$ cat config.mk
export PLATFORM = sky130hd
export DESIGN_NAME = snoop_bus_arbiter
export DESIGN_NICKNAME = d
export VERILOG_FILES = /design/src/rtl/snoop_bus_pkg.sv /design/src/rtl/rr_priority_picker.sv /design/src/rtl/snoop_bus_arbiter.sv
export SDC_FILE = /design/constraint.sdc
export NUM_CORES = 1
export LEC_CHECK = 0
export BUFFER_PORTS_ARGS = -buffer_cell sky130_fd_sc_hd__buf_2
export CORE_AREA = 2 2 135 137
export CTS_CLUSTER_DIAMETER = 200
export CTS_CLUSTER_SIZE = 30
export DETAILED_ROUTE_END_ITERATION = 16
export DIE_AREA = 0 0 137 139
export GPL_TIMING_DRIVEN = 0
export PLACE_DENSITY = 0.46
export REMOVE_ABC_BUFFERS = 1
export SYNTH_ARGS = -nofsm -noshare
export SYNTH_HDL_FRONTEND = slang
export SYNTH_SLANG_ARGS = --single-unit
export TNS_END_PERCENT = 50
$ cat constraint.sdc
create_clock -name clk -period 2.5 [get_ports clk]
set_input_delay 0.375 -clock clk [delete_from_list [all_inputs] [get_ports clk]]
set_output_delay 0.375 -clock clk [all_outputs]
set_load 0.005 [all_outputs]
$ cat src/rtl/snoop_bus_pkg.sv
// Shared snooping-bus types: bus operation encoding, arbiter states and bus width.
// Also used by cache_subsystem_L1.
package snoop_bus_pkg;

    localparam int BUS_W = 32;

    typedef enum logic [1:0] {
        BUS_RD   = 2'b00,
        BUS_UPGR = 2'b01,
        BUS_RDX  = 2'b10,
        BUS_NONE = 2'b11
    } bus_op_t;

    typedef enum logic {
        ARB_IDLE  = 1'b0,
        ARB_GRANT = 1'b1
    } arb_state_t;

endpackage

$ cat src/rtl/rr_priority_picker.sv
// Combinational round-robin picker: returns the first requester at or after i_ptr,
// wrapping modulo NUM_CORES, plus a valid flag when any request is present.
module rr_priority_picker #(
    parameter int NUM_CORES = 4,
    parameter int PTR_W     = $clog2(NUM_CORES)
) (
    input  logic [NUM_CORES-1:0] i_req,
    input  logic [PTR_W-1:0]     i_ptr,
    output logic [PTR_W-1:0]     o_winner,
    output logic                 o_valid
);

    logic [PTR_W-1:0] w_idx;

    // Scan from the farthest candidate back to i_ptr so the closest requester wins.
    always_comb begin
        o_winner = '0;
        o_valid  = 1'b0;
        w_idx    = '0;
        for (int i = NUM_CORES - 1; i >= 0; i--) begin
            w_idx = PTR_W'((int'(i_ptr) + i) % NUM_CORES);
            if (i_req[w_idx]) begin
                o_winner = w_idx;
                o_valid  = 1'b1;
            end
        end
    end

endmodule

$ cat src/rtl/snoop_bus_arbiter.sv
// Round-robin arbiter and broadcast mux for the shared snooping bus.
// Optional forced-release hold timeout enabled by defining SNOOP_ARB_TIMEOUT_EN.
module snoop_bus_arbiter
    import snoop_bus_pkg::*;
#(
    parameter int NUM_CORES = 4,
    parameter int MAX_HOLD  = 64
) (
    input  logic                          clk,
    input  logic                          reset,
    input  logic [NUM_CORES-1:0]          req_core,
    output logic [NUM_CORES-1:0]          grant,
    input  logic [NUM_CORES*BUS_W-1:0]    core_data_in,
    input  logic [NUM_CORES*BUS_W-1:0]    core_addr_in,
    input  logic [NUM_CORES*2-1:0]        core_op_in,
    input  logic [NUM_CORES-1:0]          core_hit_in,
    output logic [BUS_W-1:0]              bus_data_out,
    output logic [BUS_W-1:0]              bus_address_out,
    output logic [1:0]                    bus_operation_out,
    output logic                          bus_hit_out,
    output logic [$clog2(NUM_CORES)-1:0]  bus_owner,
    output logic                          busy,
    output logic                          timeout_err
);

    localparam int PTR_W = $clog2(NUM_CORES);

    arb_state_t           r_state;
    arb_state_t           w_stateNxt;
    logic [NUM_CORES-1:0] r_grant;
    logic [NUM_CORES-1:0] w_grantNxt;
    logic [PTR_W-1:0]     r_owner;
    logic [PTR_W-1:0]     w_ownerNxt;
    logic [PTR_W-1:0]     r_rrPtr;
    logic [PTR_W-1:0]     w_rrPtrNxt;
    logic                 r_timeoutErr;
    logic                 w_timeoutNxt;
    logic [PTR_W-1:0]     w_pickWinner;
    logic                 w_pickValid;
    logic [PTR_W-1:0]     w_releasePtr;
    logic [NUM_CORES-1:0] w_ownerOneHot;
    logic                 w_holdExpired;

    rr_priority_picker #(
        .NUM_CORES (NUM_CORES),
        .PTR_W     (PTR_W)
    ) u_picker (
        .i_req    (req_core),
        .i_ptr    (r_rrPtr),
        .o_winner (w_pickWinner),
        .o_valid  (w_pickValid)
    );

    // After a release the pointer moves past the old owner so it gets lowest priority.
    assign w_releasePtr  = (r_owner == PTR_W'(NUM_CORES - 1)) ? '0 : r_owner + 1'b1;
    assign w_ownerOneHot = NUM_CORES'(1) << r_owner;

`ifdef SNOOP_ARB_TIMEOUT_EN
    localparam int HOLD_W = $clog2(MAX_HOLD + 1);

    logic [HOLD_W-1:0] r_holdCnt;

    always_ff @(posedge clk) begin
        if (reset || r_state == ARB_IDLE) begin
            r_holdCnt <= '0;
        end else begin
            r_holdCnt <= r_holdCnt + 1'b1;
        end
    end

    assign w_holdExpired = (r_holdCnt == HOLD_W'(MAX_HOLD - 1));
`else
    assign w_holdExpired = 1'b0;
`endif

    always_ff @(posedge clk) begin
        if (reset) begin
            r_state      <= ARB_IDLE;
            r_grant      <= '0;
            r_owner      <= '0;
            r_rrPtr      <= '0;
            r_timeoutErr <= 1'b0;
        end else begin
            r_state      <= w_stateNxt;
            r_grant      <= w_grantNxt;
            r_owner      <= w_ownerNxt;
            r_rrPtr      <= w_rrPtrNxt;
            r_timeoutErr <= w_timeoutNxt;
        end
    end

    // No preemption: a granted owner keeps the bus until it drops its request or times out.
    always_comb begin
        w_stateNxt   = r_state;
        w_grantNxt   = r_grant;
        w_ownerNxt   = r_owner;
        w_rrPtrNxt   = r_rrPtr;
        w_timeoutNxt = 1'b0;
        case (r_state)
            ARB_IDLE: begin
                if (w_pickValid) begin
                    w_stateNxt = ARB_GRANT;
                    w_grantNxt = NUM_CORES'(1) << w_pickWinner;
                    w_ownerNxt = w_pickWinner;
                end
            end
            ARB_GRANT: begin
                if (!req_core[r_owner] || w_holdExpired) begin
                    w_stateNxt   = ARB_IDLE;
                    w_grantNxt   = '0;
                    w_rrPtrNxt   = w_releasePtr;
                    w_timeoutNxt = req_core[r_owner];
                end
            end
            default: begin
                w_stateNxt = ARB_IDLE;
                w_grantNxt = '0;
            end
        endcase
    end

    always_comb begin
        bus_data_out      = '0;
        bus_address_out   = '0;
        bus_operation_out = BUS_NONE;
        bus_hit_out       = 1'b0;
        if (r_state == ARB_GRANT) begin
            bus_data_out      = core_data_in[int'(r_owner)*BUS_W +: BUS_W];
            bus_address_out   = core_addr_in[int'(r_owner)*BUS_W +: BUS_W];
            bus_operation_out = core_op_in[int'(r_owner)*2 +: 2];
            bus_hit_out       = |(core_hit_in & ~w_ownerOneHot);
        end
    end

    assign grant       = r_grant;
    assign bus_owner   = r_owner;
    assign busy        = |r_grant;
    assign timeout_err = r_timeoutErr;

    assert property (@(posedge clk) $onehot0(r_grant));
    assert property (@(posedge clk) (NUM_CORES >= 2 && NUM_CORES <= 8 && MAX_HOLD >= 1));

endmodule

==> impl_metrics.py <==
metrics = {
    "global_routing": {
        "grt_usage_pct": 11.85,
        "vias_in_the_first_global_route": 3235,
        "globalRouteOverflowTotal": 0,
        "grt_antenna_before_repair": 0,
        "grt_max_degree": 41,
        "use_met3_pct": 1.974,
        "use_met2_pct": 21.68,
        "grt_first_pass_wirelength_um": 17800,
        "gr-max-usage-layer": "met2",
        "use_met1_pct": 14.99,
    },
    "synthesis": {
        "synth.area.top_cells": "sky130_fd_sc_hd__mux4_2 59%, sky130_fd_sc_hd__and2_1 16%, sky130_fd_sc_hd__dfxtp_1 7.1%",
        "synth.yosys.warnings": 0,
        "syn_avg_cell_area_um2": 11.76,
        "synthesis.area_um2": 2552,
        "synth_enable_flop_cells": 0,
        "async_reset_ff_share_pct": 0,
        "synth-seq-cells": 9,
        "netlist-cell-type-count": 30,
        "yosysTopAreaCell": "sky130_fd_sc_hd__mux4_2",
        "synth_largest_type_area_fraction_pct": 59.12,
        "netlist_instances": 217,
        "synthFlopType": "sky130_fd_sc_hd__dfxtp_1",
        "synth_seq_area_share_pct": 7.059,
    },
    "detailed_routing": {
        "wl_per_cell_um": 15.72,
        "wirelength_um": 12230,
        "drt_pre_antenna_iters": 4,
        "dr.first_iter.drc_count": 113,
        "via_count": 3264,
        "post-route-drc-count": 0,
        "via_per_inst": 4.195,
        "ant_nets": 0,
    },
    "floorplanning": {
        "core_region_area_um2": 17660,
        "rows": 49,
        "die_height_um": 139,
        "initial_core_util_pct": 14.46,
        "design.portCount": 349,
        "die-area_um2": 19040,
        "die_w_um": 137,
    },
    "place": {
        "gp_congestion": 0.7205,
        "area_post_placement_um2": 4533,
        "buffer_ports.inserted": 347,
        "pre_cts_setup_slack_ps": 85.88,
        "post-dp-hpwl_um": 10470,
    },
    "pwr": {
        "total_leakage_power_nw": 2.287,
        "power_frac_seq_pct": 15.1,
        "comb_power_share_pct": 63.0,
        "power_switching_share_pct": 30.64,
        "pint_mw": 0.8831,
        "worst_ir_drop_vdd_uv": 355.7,
        "total_switching_power_mw": 0.3901,
        "power-per-cell-area_nw_per_um2": 273.2,
        "final_total_power_mw": 1.273,
        "clkPwrFrac_pct": 21.9,
    },
    "timing": {
        "period_needed_ps": 2270,
        "final_min_period_over_clock_period_pct": 90.78,
        "finalHoldViolations": 0,
        "finClkSkew_ps": 1.149,
        "timing.fmax_mhz": 440.6,
        "setup_viol": 0,
        "grt_setup_unrepaired": "false",
        "fin_tns_setup_ps": 0,
        "max_slew_margin_pct": 60.57,
        "post-route-worst-setup-slack_ps": 230.4,
        "whs_ps": 390.7,
        "worst_pin_slew_ps": 591.4,
        "maxSlewViolCount": 0,
    },
    "clock_network": {
        "cts_tree": "yes",
        "cts_sinks": 9,
        "post_cts_resize_count": 0,
        "hold_buffer_count_at_cts": 0,
        "cts.path.max_buffers": 2,
        "cts-root-buf": "sky130_fd_sc_hd__clkbuf_16",
        "clkSlewWorstSetupHoldPaths_ps": 40,
        "setup_bufs_post_cts": 1,
        "numCtsBuffers": 3,
        "clock_latency_ps": 230,
        "cts_htree_levels": 1,
    },
    "worst_setup_path": {
        "worst_ep_required_time_ps": 2120,
        "timing.setup.critical_path_class": "flop to output port",
        "end_kind": "output port",
        "critPathArrivalTime_ps": 1890,
        "path_max_fanout": 38,
        "start_kind": "flop",
    },
    "worst_hold_path": {
        "worst_hold_path_type": "primary input to flop",
    },
    "run": {
        "timing.max_cap.violations": 0,
    },
    "status": {
        "result_of_the_run": "complete, no violations",
    },
    "final_layout": {
        "area_growth_syn_to_layout_pct": 82.55,
        "final_layout_size_suffix_gt1_share_pct": 77.96,
        "insertedDiodeCount": 0,
        "final_area_um2": 4659,
        "finish.net_count": 828,
    },
}
## final cells by class
cell class,count,area [µm²]
flip-flops and latches,9,188.9
multi-input cells,176,2227
inverters,7,26.28
well taps,229,286.5
repair buffers,353,1852
clock buffers,4,78.83
fillers,1920,13000
## worst max-delay path: stages (launching register included)
cell and delay [ps]:
sky130_fd_sc_hd__dfxtp_4 660, sky130_fd_sc_hd__buf_12 280, sky130_fd_sc_hd__inv_1 90, sky130_fd_sc_hd__ha_1 190
sky130_fd_sc_hd__o22ai_1 180, sky130_fd_sc_hd__o21a_1 140, sky130_fd_sc_hd__buf_2 110
## final timing paths
check / to / from / slack, ps / cells after the start
max: bus_hit_out / bus_owner[1] / 230 / 6
min: bus_owner[1] / reset / 390 / 2
max reg2reg: grant[3] / bus_owner[1] / 480 / 5
min reg2reg: r_rrPtr[0] / r_rrPtr[0] / 500 / 2
## flip-flops by register name, summed over array words and instances (netlist names)
signal / count
bus_owner: 2
grant: 4
r_rrPtr: 2
r_state: 1
## cells by family after synthesis
family          share of synthesized area [%]
mux                                     59.90
other cells                            0.1469
fa+ha+maj                               1.961
simple gates                            20.15
compound gates                          5.098
buf+inv                                 5.686
flops                                   7.059
## cell usage in the layout (no fill, tap or decap), types with 2 or more instances in the layout
cell type                     n
sky130_fd_sc_hd__buf_2      347
sky130_fd_sc_hd__mux4_2      67
sky130_fd_sc_hd__and2_1      64
sky130_fd_sc_hd__inv_1        7
sky130_fd_sc_hd__a21oi_1      6
sky130_fd_sc_hd__dfxtp_1      6
sky130_fd_sc_hd__nor2_1       5
sky130_fd_sc_hd__nand2_1      4
sky130_fd_sc_hd__a32o_1       4
sky130_fd_sc_hd__ha_1         4
sky130_fd_sc_hd__buf_12       4
sky130_fd_sc_hd__o22ai_1      3
sky130_fd_sc_hd__clkbuf_16    3
sky130_fd_sc_hd__nand2b_1     2
sky130_fd_sc_hd__o21a_1       2
sky130_fd_sc_hd__mux2i_1      2
sky130_fd_sc_hd__or3_1        2
sky130_fd_sc_hd__dfxtp_4      2
## metrics by stage
step,cells,utilization (%)
floorplan,192,-
global placement,768,25.24
detailed placement,771,25.67
CTS,776,26.23
global route,778,26.39
finish,778,26.39
## power by group through the flow
stage	Sequential [mW]	Clock (mW)	Combinational, mW
floorplan	0.234	0	0.373
global placement	0.275	0	0.735
detailed placement	0.218	0	0.769
CTS	0.207	0.286	0.792
global route	0.197	0.300	0.881
finish	0.192	0.279	0.802
## layer usage
metal  vias up  wire (µm)
li1       1533          -
met1      1557       4811
met2       172       6285
met3         2       1088
met4         0         43
met5         -          0
## synth_stat cells, types with 2 or more instances
master,count
sky130_fd_sc_hd__a21oi_1,6
sky130_fd_sc_hd__o21a_1,2
sky130_fd_sc_hd__nor2_1,5
sky130_fd_sc_hd__o22ai_1,3
sky130_fd_sc_hd__nand2_1,4
sky130_fd_sc_hd__buf_2,8
sky130_fd_sc_hd__mux2i_1,2
sky130_fd_sc_hd__clkbuf_1,13
sky130_fd_sc_hd__mux4_2,67
sky130_fd_sc_hd__buf_4,2
sky130_fd_sc_hd__a32o_1,4
sky130_fd_sc_hd__dfxtp_1,9
sky130_fd_sc_hd__or3_1,2
sky130_fd_sc_hd__and2_1,64
sky130_fd_sc_hd__ha_1,4
sky130_fd_sc_hd__inv_1,7
sky130_fd_sc_hd__nand2b_1,2
(Power assumes the default switching activity.)
